**src/rtl/inst_fetch_queue_pkg.sv**
```systemverilog
`default_nettype none
// ============================================================================
// Module      : inst_fetch_queue_pkg
// Description : Shared widths and the entry record for the instruction fetch
//               queue. An entry is {pc, inst, excep}. The excep field is
//               {excep_en, ecode[5:0]}.
// Revision    : 1.0 - initial release
// ============================================================================
package inst_fetch_queue_pkg;

    localparam int c_PC_W    = 32;
    localparam int c_INST_W  = 32;
    localparam int c_EXCEP_W = 7;
    localparam int c_DINST_W = 64;
    localparam int c_ENTRY_W = c_PC_W + c_INST_W + c_EXCEP_W;

    typedef struct packed {
        logic [c_PC_W-1:0]    pc;
        logic [c_INST_W-1:0]  inst;
        logic [c_EXCEP_W-1:0] excep;
    } fq_entry_t;

    function automatic fq_entry_t make_entry(
        input logic [c_PC_W-1:0]    pc,
        input logic [c_INST_W-1:0]  inst,
        input logic [c_EXCEP_W-1:0] excep
    );
        fq_entry_t e;
        e.pc    = pc;
        e.inst  = inst;
        e.excep = excep;
        return e;
    endfunction

endpackage : inst_fetch_queue_pkg
`default_nettype wire

```
**src/rtl/inst_fetch_queue_ram.sv**
```systemverilog
`default_nettype none
// ============================================================================
// Module      : inst_fetch_queue_ram
// Description : DEPTH x entry register array, two write ports, two
//               asynchronous read ports. The contents are not reset; the
//               parent qualifies all reads with its own valid tracking.
// Ports       : clk                          - clock
//               i_we0/i_waddr0/i_wdata0      - write port 0
//               i_we1/i_waddr1/i_wdata1      - write port 1 (never the same
//                                              address as port 0)
//               i_raddr0/o_rdata0            - read port 0 (combinational)
//               i_raddr1/o_rdata1            - read port 1 (combinational)
// Revision    : 1.0 - initial release
// ============================================================================
module inst_fetch_queue_ram
    import inst_fetch_queue_pkg::*;
#(
    parameter int DEPTH = 8,
    parameter int PTR_W = $clog2(DEPTH)
) (
    input  logic             clk,
    input  logic             i_we0,
    input  logic [PTR_W-1:0] i_waddr0,
    input  fq_entry_t        i_wdata0,
    input  logic             i_we1,
    input  logic [PTR_W-1:0] i_waddr1,
    input  fq_entry_t        i_wdata1,
    input  logic [PTR_W-1:0] i_raddr0,
    output fq_entry_t        o_rdata0,
    input  logic [PTR_W-1:0] i_raddr1,
    output fq_entry_t        o_rdata1
);

    fq_entry_t r_mem [DEPTH];

    always_ff @(posedge clk) begin
        if (i_we0) begin
            r_mem[i_waddr0] <= i_wdata0;
        end
        if (i_we1) begin
            r_mem[i_waddr1] <= i_wdata1;
        end
    end

    assign o_rdata0 = r_mem[i_raddr0];
    assign o_rdata1 = r_mem[i_raddr1];

endmodule : inst_fetch_queue_ram
`default_nettype wire

```
**src/rtl/inst_fetch_queue.sv**
```systemverilog
`default_nettype none
// ============================================================================
// Module      : inst_fetch_queue
// Description : Circular instruction queue between the IF and ID stages.
//               It accepts 1 or 2 instructions per cycle and presents up to
//               2 entries (head, head+1) per cycle to decode.
//               Optional feature macro INST_FETCH_QUEUE_BYPASS_EN: when the
//               queue is empty, an accepted packet is presented in the same
//               cycle. Only entries that decode does not take are stored.
// Ports       : clk, rst (async, active-high)
//               flush_i                 - drop everything, including this
//                                         cycle's packet
//               pre_*                   - incoming fetch packet / allowin
//               next_allowin_i          - decode takes the presented entries
//               line{1,2}_*_o           - presented entries
//               count_o                 - occupancy
// Revision    : 1.0 - initial release
// ============================================================================
module inst_fetch_queue
    import inst_fetch_queue_pkg::*;
#(
    parameter int DEPTH = 8
) (
    input  logic                          clk,
    input  logic                          rst,
    input  logic                          flush_i,
    input  logic                          pre_valid_i,
    input  logic                          pre_line2_valid_i,
    input  logic [c_PC_W-1:0]             pre_pc_i,
    input  logic [c_DINST_W-1:0]          pre_inst_i,
    input  logic [c_EXCEP_W-1:0]          pre_excep_i,
    output logic                          pre_allowin_o,
    input  logic                          next_allowin_i,
    output logic                          line1_valid_o,
    output logic                          line2_valid_o,
    output logic [c_PC_W-1:0]             line1_pc_o,
    output logic [c_PC_W-1:0]             line2_pc_o,
    output logic [c_INST_W-1:0]           line1_inst_o,
    output logic [c_INST_W-1:0]           line2_inst_o,
    output logic [c_EXCEP_W-1:0]          line1_excep_o,
    output logic [c_EXCEP_W-1:0]          line2_excep_o,
    output logic [$clog2(DEPTH):0]        count_o
);

    localparam int c_PTR_W = $clog2(DEPTH);
    localparam int c_CNT_W = c_PTR_W + 1;

    logic [c_PTR_W-1:0] r_head;
    logic [c_PTR_W-1:0] r_tail;
    logic [c_CNT_W-1:0] r_count;

    logic               w_accept;
    logic               w_bypass;
    logic               w_l1v;
    logic               w_l2v;
    logic [1:0]         w_n_in;
    logic [1:0]         w_pop;
    logic [1:0]         w_skip;
    logic [1:0]         w_n_wr;
    fq_entry_t          w_in0;
    fq_entry_t          w_in1;
    fq_entry_t          w_rd0;
    fq_entry_t          w_rd1;
    fq_entry_t          w_e1;
    fq_entry_t          w_e2;
    fq_entry_t          w_wdata0;

    // Allowin depends only on registered occupancy, so decode readiness never
    // reaches the fetch stage combinationally.
    assign pre_allowin_o = (c_CNT_W'(DEPTH) - r_count) >= c_CNT_W'(2);
    assign w_accept      = pre_valid_i & pre_allowin_o & ~flush_i;
    assign w_n_in        = w_accept ? (pre_line2_valid_i ? 2'd2 : 2'd1) : 2'd0;

    assign w_in0 = make_entry(pre_pc_i, pre_inst_i[31:0], pre_excep_i);
    assign w_in1 = make_entry(pre_pc_i + 32'd4, pre_inst_i[63:32], pre_excep_i);

`ifdef INST_FETCH_QUEUE_BYPASS_EN
    assign w_bypass = w_accept & (r_count == '0) & ~rst;
`else
    assign w_bypass = 1'b0;
`endif

    assign w_l1v = w_bypass | ((r_count >= c_CNT_W'(1)) & ~flush_i);
    assign w_l2v = w_bypass ? pre_line2_valid_i
                            : ((r_count >= c_CNT_W'(2)) & ~flush_i);

    assign w_pop = next_allowin_i ? ({1'b0, w_l1v} + {1'b0, w_l2v}) : 2'd0;

    // On a bypass the popped entries come straight from the incoming packet,
    // so they are skipped when writing and do not move head.
    assign w_skip   = w_bypass ? w_pop : 2'd0;
    assign w_n_wr   = w_n_in - w_skip;
    assign w_wdata0 = (w_skip == 2'd0) ? w_in0 : w_in1;

    inst_fetch_queue_ram #(
        .DEPTH (DEPTH),
        .PTR_W (c_PTR_W)
    ) u_ram (
        .clk      (clk),
        .i_we0    (w_n_wr != 2'd0),
        .i_waddr0 (r_tail),
        .i_wdata0 (w_wdata0),
        .i_we1    (w_n_wr == 2'd2),
        .i_waddr1 (r_tail + c_PTR_W'(1)),
        .i_wdata1 (w_in1),
        .i_raddr0 (r_head),
        .o_rdata0 (w_rd0),
        .i_raddr1 (r_head + c_PTR_W'(1)),
        .o_rdata1 (w_rd1)
    );

    always_ff @(posedge clk or posedge rst) begin
        if (rst) begin
            r_head  <= '0;
            r_tail  <= '0;
            r_count <= '0;
        end else if (flush_i) begin
            r_head  <= '0;
            r_tail  <= '0;
            r_count <= '0;
        end else begin
            r_head  <= r_head + c_PTR_W'(w_pop - w_skip);
            r_tail  <= r_tail + c_PTR_W'(w_n_wr);
            r_count <= r_count + c_CNT_W'(w_n_in) - c_CNT_W'(w_pop);
        end
    end

    assign w_e1 = w_bypass ? w_in0 : w_rd0;
    assign w_e2 = w_bypass ? w_in1 : w_rd1;

    // Data outputs are zero whenever their line is not valid, which keeps
    // uninitialised array contents off the bus.
    assign line1_valid_o = w_l1v;
    assign line2_valid_o = w_l2v;
    assign line1_pc_o    = w_l1v ? w_e1.pc    : '0;
    assign line1_inst_o  = w_l1v ? w_e1.inst  : '0;
    assign line1_excep_o = w_l1v ? w_e1.excep : '0;
    assign line2_pc_o    = w_l2v ? w_e2.pc    : '0;
    assign line2_inst_o  = w_l2v ? w_e2.inst  : '0;
    assign line2_excep_o = w_l2v ? w_e2.excep : '0;
    assign count_o       = r_count;

endmodule : inst_fetch_queue
`default_nettype wire

```
**config.mk**
```make
export PLATFORM = sky130hd
export DESIGN_NAME = inst_fetch_queue
export DESIGN_NICKNAME = d
export VERILOG_FILES = /design/src/rtl/inst_fetch_queue_pkg.sv /design/src/rtl/inst_fetch_queue_ram.sv /design/src/rtl/inst_fetch_queue.sv
export SDC_FILE = /design/constraint.sdc
export NUM_CORES = 1
export LEC_CHECK = 0
export BUFFER_PORTS_ARGS = -buffer_cell sky130_fd_sc_hd__buf_2
export CORE_MARGIN = 2
export CORE_UTILIZATION = 55
export DETAILED_ROUTE_END_ITERATION = 8
export GPL_ROUTABILITY_DRIVEN = 0
export PLACE_DENSITY = 0.74
export SETUP_SLACK_MARGIN = 0.02
export SLEW_MARGIN = 20
export SYNTH_ARGS = -nofsm -noshare
export SYNTH_HDL_FRONTEND = slang
export SYNTH_SLANG_ARGS = --single-unit
```
**constraint.sdc**
```tcl
create_clock -name clk -period 11.9 [get_ports clk]
set_input_delay 0.595 -clock clk [delete_from_list [all_inputs] [get_ports clk]]
set_output_delay 0.595 -clock clk [all_outputs]
set_load 0.03 [all_outputs]
```
After elaboration in Yosys (flattened, before gate mapping). Memory sizes are Yosys's and may differ from the RTL's. Cells that the tools add are included. Widths: inputs -> output; s select.

Add/sub/neg operators: 9. $mul: 0. Div/mod/pow operators: 0. Order comparisons: 3. Equality and inequality tests: 1. Shift operators: 0. Multiplexer cells: 16. Bitwise logic cells: 5. Reduce and logical (&&, ||, !) cells: 1.

Operators with widths (number): $mux 32 (4); $add 32x3->32 const B (1); $mux 7 (2); $ge 4x2->1 const B (2); $add 3x1->3 const B (2); $add 3x2->3 (2); $mux 2 (3); $mux 3 (2); $add 4x2->4 (1); $and 1x1->1 (4); $ge 4x1->1 const B (1); $mux 1 (4); $mux 4 (1); $sub 4x2->4 (1); $sub 4x4->4 const A (1); $add 1x1->2 (1); $eq 2x2->1 const B (1); $reduce_bool 2->1 (1); $not 1->1 (1).

Bits in registers: 10. Bits in latches: 0. RAM bits: 568. Memory bits (read-only): 0. Bits of input ports: 109. Output and inout bits: 149. Logic and storage cells: 39. Memories: 1.

Memory list: u_ram.r_mem (words 8, bits a word 71, read ports 2, clocked after memory_dff 0, write ports 2, RTL line inst_fetch_queue_ram.sv:34) `fq_entry_t r_mem [DEPTH];`.

Logic depth before layout (Yosys ltp). Gate-level depths: netlist of run 1.

Word-level depth: 8. Gate-level depth with buffers: 16. Mapped depth without buffers: 14.

Hierarchy. From an unflattened synthesis of run 1, not the netlist that was laid out.

Cell total of the unflattened synthesis: 2044. Area total of the unflattened synthesis: 35021.1 um2.

By module, submodules not included: inst_fetch_queue_ram (times used 1, cells an instance 1727, area an instance 32698.9 um2, sequential area each 17056.4 um2); inst_fetch_queue (times used 1, cells an instance 317, area an instance 2322.2 um2, sequential area each 250.2 um2).

Worst setup path after synthesis of run 1. No wires, ideal clock.

Kind: register to register. Start point: reg r_count[1], in the netlist count_o[1]. End point: mem u_ram.r_mem[0][0] in the netlist's numbering (enable). Setup time: 0.605 ns. Arrival time: 7.044 ns. Data required time: 11.295 ns. Setup slack: 4.250 ns. Stages on the path, launching flop included: 9. Path buffers: 1. Clock period less this slack: 7.650 ns. Path through: dfrtp_1 > inv_1 > ha_1 > xor2_1 > and4_1 > buf_6 > nor3b_1 > nand2b_1 > o31ai_1.

RTL lines: from (decl) (RTL line inst_fetch_queue.sv:50) `logic [c_CNT_W-1:0] r_count;`; from (signal assigned) (RTL line inst_fetch_queue.sv:124) `r_count <= r_count + c_CNT_W'(w_n_in) - c_CNT_W'(w_pop);`; to (decl) (RTL line inst_fetch_queue_ram.sv:34).

Worst setup path in the final report of run 1.
Start point: reg r_head[1]. End point: out line2_pc_o[28].

Word-level cells in the longest chain between the ends: 3.

Ends and longest elaborated chain: from (decl) (RTL line inst_fetch_queue.sv:48) `logic [c_PTR_W-1:0] r_head;`; from (signal assigned) (RTL line inst_fetch_queue.sv:122) `r_head <= r_head + c_PTR_W'(w_pop - w_skip);`; $add 3x1->3 (RTL line inst_fetch_queue.sv:108) `.i_raddr1 (r_head + c_PTR_W'(1)),`; $mem_v2 8x71; $mux 32 (RTL line inst_fetch_queue.sv:138) `assign line2_pc_o = w_l2v ? w_e2.pc : '0;`; to (decl) (RTL line inst_fetch_queue.sv:37) `output logic [c_PC_W-1:0] line2_pc_o,`.

Every way passes these cells.

==> results of run 1 <==
==> placed cells by master, fill, tap and decap left out, types with 13 or more instances in the layout <==
| cell type | synthesis | final |
|---|---|---|
| inv_1 | 17 | 17 |
| nand2_1 | 1047 | 1047 |
| mux2i_1 | 71 | 71 |
| buf_2 | 52 | 257 |
| a21oi_1 | 72 | 72 |
| clkbuf_16 | 0 | 59 |
| ha_1 | 14 | 13 |
| clkbuf_1 | 120 | 17 |
| nor3_1 | 14 | 14 |
| mux4_2 | 284 | 284 |
| nor2_1 | 203 | 203 |
| nand3_1 | 22 | 18 |
| edfxtp_1 | 568 | 568 |
| xor2_1 | 116 | 115 |
| diode_2 | 0 | 15 |
| buf_4 | 39 | 46 |
| xnor2_1 | 125 | 124 |
==> worst max-delay path by stage <==
stage | to | from | cells past startpoint | slack [ps]
floorplan | u_ram.r_mem[0][0]$_DFFE_PP_ | count_o[1]$_DFF_PP0_ | 8 | 4250
global placement | line2_pc_o[28] | r_head[1]$_DFF_PP0_ | 6 | 7230
detailed placement | line2_pc_o[28] | r_head[1]$_DFF_PP0_ | 7 | 7420
CTS | line2_pc_o[28] | r_head[1]$_DFF_PP0_ | 7 | 6770
global route | line2_pc_o[28] | r_head[1]$_DFF_PP0_ | 7 | 6800
finish | line2_pc_o[28] | r_head[1]$_DFF_PP0_ | 7 | 7070
==> through the flow <==
stage	std cells	util (%)	power [mW]	worst slack, ps	cell area, sq um
after global placement	3732	57.9	5.63	7230	35500
after CTS	3834	60.9	7.51	6770	37400
after global routing	3844	61.0	7.78	6800	37400
after floorplan	2922	-	4.93	4250	34000
final	3849	61.0	7.51	7070	37400
after detailed placement	3733	57.9	5.70	7420	35500
==> kinds of logic (layout without fill, tap and decap cells) <==
family	after synthesis	in the layout
flip-flops	578	578
buffers and inverters	305	427
XOR/XNOR	241	241
other	0	15
AND/OR/NAND/NOR	1341	1341
AO/OA/AOI/OAI	84	84
adder cells (fa/ha/maj)	18	18
multiplexers	355	355
==> registers in the layout, indices dropped and copies added, names as in the netlist <==
name and cells:
r_tail 3, r_head 3, u_ram.r_mem 568, count_o 4
==> power by group through the flow <==
stage                     registers [mW]  clock network [mW]  logic, mW
after floorplan                     2.49                   0       2.44
after global placement              2.52                   0       3.11
after detailed placement            2.53                   0       3.17
after CTS                           2.49                1.84       3.18
after global routing                2.50                1.92       3.37
final                               2.49                1.83       3.18
==> per-layer routing <==
metal,vias to the layer above,track usage [%]
li1,10428,-
met1,12095,42.0
met2,1829,53.3
met3,366,7.74
met4,14,15.4
met5,-,0
==> timing repair <==
action	4_1_cts	5_1_grt
hold endpoints to repair	10	0
endpoints found under the setup margin	0	0
hold buffers	1	0
==> cell type report <==
cell class	instances	area [sq um]
antenna	15	37.5
tap	790	988
timing repair buffer	308	1710
multi-input combinational	2039	15500
sequential	578	17300
clock inverter	24	305
inverter	19	71.3
clock buffer	76	1540
fill	4706	23900
==> run_results.csv, run 1 <==
group,metric,value,unit
status,status,"finished clean",
timing,max_freq,0.207,GHz
flow_run,maxCapViolations,0,
layout,nNetsFinal,3132,
drt,via_per_inst,6.43,
clock_tree,cts_tree,"done",
critical_path,r2r-start,"count_o[1]$_DFF_PP0_",
timing,grt_setup_unrepaired,"no",
timing,finalWorstPathRequiredPeriod,4830,ps
die,rows,91,
global_route,antenna_found_initial,20,
critical_path,r2r_cells,9,
critical_path,r2r_end,"u_ram.r_mem[2][40]$_DFFE_PP_",
power,switchingPower,2.72,mW
yosys,synth_compound_area_share,1.29,%
drt,drtPass1Iterations,7,
drt,wirelength_met1,35700,microns
critical_path,critPathMaxFanout,50,
power,seqPwrFrac,33.2,%
placement,dp_hpwl,58500,microns
clock_tree,cts_setup_buffers,0,
critical_path,crit_type,"flop to output pin",
drt,drc,0,
placement,io_buffers,257,
timing,fin_skew,19.2,ps
global_route,gr-total-overflow,0,
timing,max_slew_margin,20.2,%
die,die_y,253,microns
timing,fin_crit_sh,40.6,%
clock_tree,clk_pin_slew,60,ps
drt,top_layer_used,"met5",
die,die_x,253,microns
drt,via_count,24732,
die,dieArea,63800,sq um
yosys,synth-xor-area-share,6.21,%
clock_tree,clockBufferDepth,3,
timing,slew_violations,0,
drt,dr.first_iter.drc_count,3261,
global_route,grt_usage,32.8,%
timing,worst_slew_pin_slew,1200,ps
critical_path,rrSetupSlack,7650,ps
power,intPower,4.79,mW
yosys,synth_top_area_share,50.2,%
clock_tree,cts_buffers,59,
critical_path,cp.arrival,4230,ps
yosys,synth_warnings,0,
clock_tree,cts_resized,0,
die,initial_core_util,55.4,%
drt,route.met2.wl,50100,microns
power,netSwitchingFraction,36.2,%
yosys,synth_top_flop_cell,"edfxtp_1",
yosys,syn_nets,3049,
yosys,synth_top_cells_by_count,"nand2_1 (1,047), edfxtp_1 (568), mux4_2 (284)",
timing,setup_tns,0,ps
yosys,synth_edf_count,568,
yosys,synthSimpleGateAreaFrac,15.7,%
yosys,async_reset_ff_share,1.73,%
critical_path,slowest_stage,"ha_4",
global_route,grt_max_degree,149,
clock_tree,cts-root-buf,"clkbuf_16",
drt,drtAntennaViolNets,0,
power,pwr-share-comb,42.4,%
die,io_pins,258,
yosys,synth_area_per_cell,11.6,sq um
yosys,ys_seq_elements,578,
min_path,holdPathStages,1,
min_path,hp-class,"primary input to flop",
yosys,synthMuxAreaShare,20.9,%
yosys,synth_most_common_cell,"nand2_1",
timing,hold_viol,0,
global_route,grt_pass1_wl,153000,microns
yosys,synth_adder_area_share,0.751,%
critical_path,cp_top_family,"buffers and inverters",
critical_path,worstSetupEndpointType,"output pin",
critical_path,critPathBufInv,3,
yosys,ys_types,46,
clock_tree,clk_latency,630,ps
min_path,min_to,"u_ram.r_mem[1][5]$_DFFE_PP_",
clock_tree,htree_levels,2,
power,p_per_area,200,nW/um^2
layout,areaGrowthSynthToFinish,10.2,%
critical_path,critPathMaxStageDelay,750,ps
power,clock_power_share,24.4,%
min_path,hp-start,"pre_excep_i[5]",
yosys,synth_top_family_by_area,"multiplexers",
critical_path,path_cells,"ha_4 -> buf_16 -> buf_6 -> mux4_2 -> nand2_1 -> a21oi_1 -> buf_2",
yosys,ys_seq_area_share,50.9,%
drt,wl_met3,13500,microns
critical_path,required,11310,ps
yosys,synth_area,34000,sq um
timing,setup_viol_count_final,0,
global_route,grt_pass1_vias,24685,
power,peakVddDrop,180,uV
yosys,yosys-top-cells-area,"edfxtp_1 (50%), mux4_2 (19%), nand2_1 (12%)",
critical_path,startpoint_type,"flop",
layout,drive_gt1_share,23.4,%
clock_tree,clock-sinks,578,
drt,wire_per_inst,27.2,microns
yosys,yosysTopAreaCell,"edfxtp_1",
timing,whs,242,ps
drt,wirelength,105000,microns
yosys,synthCells,2922,
power,p_leak,13.5,nW
die,core_region_area,61400,sq um
(Power assumes the default switching activity.)
==> run 2, diff against run 1 <==
Settings changed: PLACE_DENSITY 0.74 to 0.77.
Clock period 11.9 ns to 4.22 ns, I/O delays scaled along.
==> run 2 against run 1 <==
Against the previous run:
- register-to-register slack lost 7400 ps
- critical path type is now flop to flop
- sequential cell count is the same
- setup slack lost 6800 ps
- highest routed layer unchanged
- count of clock-buffer cells in the layout shrank 8
- die area is the same
- cell area grew 3.6%
- worst hold slack lost 210 ps
- core utilization grew 2.2 points
==> run_results.csv, run 2 (synthesis results as in run 1) <==
group,metric,value,unit
drt,drc,0,
timing,worst_slew_pin_slew,1190,ps
drt,via_per_inst,6.48,
die,die_x,253,microns
layout,largest_reg_flops,568,
global_route,grtUsageMet1,42.0,%
critical_path,critPathMaxFanout,28,
clock_tree,htree_levels,2,
status,status,"finished clean",
timing,grt_setup_unrepaired,"no",
flow_run,maxCapViolations,0,
critical_path,required,4720,ps
drt,wire_per_inst,26.1,microns
clock_tree,clock-sinks,578,
layout,fill_cells,4387,
critical_path,r2r_cells,11,
critical_path,rrSetupSlack,260,ps
min_path,hp-start,"pre_pc_i[24]",
die,die_y,253,microns
power,p_per_area,553,nW/um^2
clock_tree,clk_pin_slew,60,ps
drt,drtPass1Iterations,6,
timing,slew_violations,0,
timing,max_slew_margin,20.6,%
placement,dp_hpwl,60400,microns
drt,dr.first_iter.drc_count,3631,
timing,fin_crit_sh,93.7,%
clock_tree,cts_resized,0,
clock_tree,cts_buffers,60,
die,io_pins,258,
global_route,grt_usage,32.7,%
die,core_region_area,61400,sq um
global_route,busiest_layer,"met2",
timing,finalWorstPathRequiredPeriod,3960,ps
timing,fin_skew,13.3,ps
timing,max_freq,0.253,GHz
global_route,grt_use_met2,52.4,%
min_path,holdPathStages,2,
layout,nNetsFinal,3253,
global_route,grt_pass1_vias,25992,
global_route,antenna_found_initial,8,
die,rows,91,
critical_path,r2r_end,"u_ram.r_mem[6][29]$_DFFE_PP_",
clock_tree,cts_tree,"done",
global_route,gr-total-overflow,0,
layout,regMostFlops,"u_ram.r_mem",
drt,wirelength,104000,microns
layout,final_common_cell,"nand2_1",
timing,setup_tns,0,ps
global_route,grt_max_degree,144,
power,p_leak,14.1,nW
layout,areaGrowthSynthToFinish,14.2,%
power,total_power,21.4,mW
timing,hold_viol,0,
clock_tree,clk_latency,640,ps
placement,post-place-cells,3747,
critical_path,startpoint_type,"flop",
clock_tree,cts-root-buf,"clkbuf_16",
drt,drtAntennaViolNets,0,
layout,instances_no_fill,3969,
min_path,hp-class,"primary input to flop",
min_path,min_to,"u_ram.r_mem[5][63]$_DFFE_PP_",
critical_path,cp.arrival,4460,ps
global_route,grt_pass1_wl,156000,microns
die,dieArea,63800,sq um
clock_tree,cts_setup_buffers,0,
power,peakVddDrop,492,uV
critical_path,worstSetupEndpointType,"flop",
placement,io_buffers,257,
layout,drive_gt1_share,23.0,%
layout,final_cell_mix,"nand2_1 (1,047), edfxtp_1 (568), mux4_2 (284)",
clock_tree,clockBufferDepth,3,
drt,via_count,25719,
critical_path,crit_type,"flop to flop",
clock_tree,hold_buffers,107,
critical_path,r2r-start,"count_o[1]$_DFF_PP0_",
die,initial_core_util,55.4,%
global_route,grtUsageMet3,7.05,%
timing,setup_viol_count_final,0,
-- run 2: changes by cell type in the layout (fill, tap and decap cells not counted), sizes merged, moves of 2 or more --
cell,change
diode,-10
clkbuf,-8
bufinv,-2
buf,+14
dlygate4sd3,+106
clkinv,+20
-- run 2: power breakdown --
group	internal, mW	switching, mW
sequential	6.72	0.185
clock	2.92	2.28
combinational	3.95	5.40
total	13.6	7.86
-- run 2: cell type report --
class | instances | area [sq um] | area share, %
flip-flops and latches | 578 | 17300 | 44.6
clock inverters | 42 | 332 | 0.855
clock buffers | 68 | 1550 | 4.00
inverters | 19 | 71.3 | 0.184
diodes | 5 | 12.5 | 0.0322
multi-input cells | 2039 | 15500 | 39.9
well taps | 790 | 988 | 2.55
repair buffers | 428 | 3040 | 7.83
-- run 2: routing by layer --
| metal | wire, microns | share of wire, % | vias to the layer above |
|---|---|---|---|
| met1 | 35700 | 34 | 12564 |
| met2 | 49400 | 48 | 2067 |
| met4 | 5530 | 5.3 | 4 |
| met5 | 26 | 0.025 | - |
| li1 | - | - | 10677 |
| met3 | 13000 | 13 | 407 |
-- run 2: worst max-delay path by stage --
stage / start / to
2_1_floorplan: count_o[1]$_DFF_PP0_ / u_ram.r_mem[2][0]$_DFFE_PP_
4_1_cts: r_head[0]$_DFF_PP0_ / line1_inst_o[21]
3_3_place_gp: count_o[1]$_DFF_PP0_ / u_ram.r_mem[2][4]$_DFFE_PP_
6_report: count_o[1]$_DFF_PP0_ / u_ram.r_mem[6][29]$_DFFE_PP_
5_1_grt: count_o[1]$_DFF_PP0_ / u_ram.r_mem[6][29]$_DFFE_PP_
3_5_place_dp: count_o[1]$_DFF_PP0_ / u_ram.r_mem[3][4]$_DFFE_PP_
-- run 2: through the flow --
stage               area, sq um  utilization (%)  hold WS [ps]  setup slack, ps
global placement          35800             58.4           204              662
floorplan                 34000                -          51.2            -1300
detailed placement        35800             58.4           208              578
global route              38800             63.2          37.8              151
CTS                       38800             63.2          11.7              323
finish                    38800             63.2          34.9              264
-- run 2: critical path: stages (launching register included) --
cell and delay [ps]:
dfrtp_1 430, inv_1 180, ha_1 240, xor2_1 160, and4_1 590, inv_2 290
nand3_4 560, buf_4 380, buf_4 280, nand2_1 70, nand2_1 60, dlygate4sd3_1 560
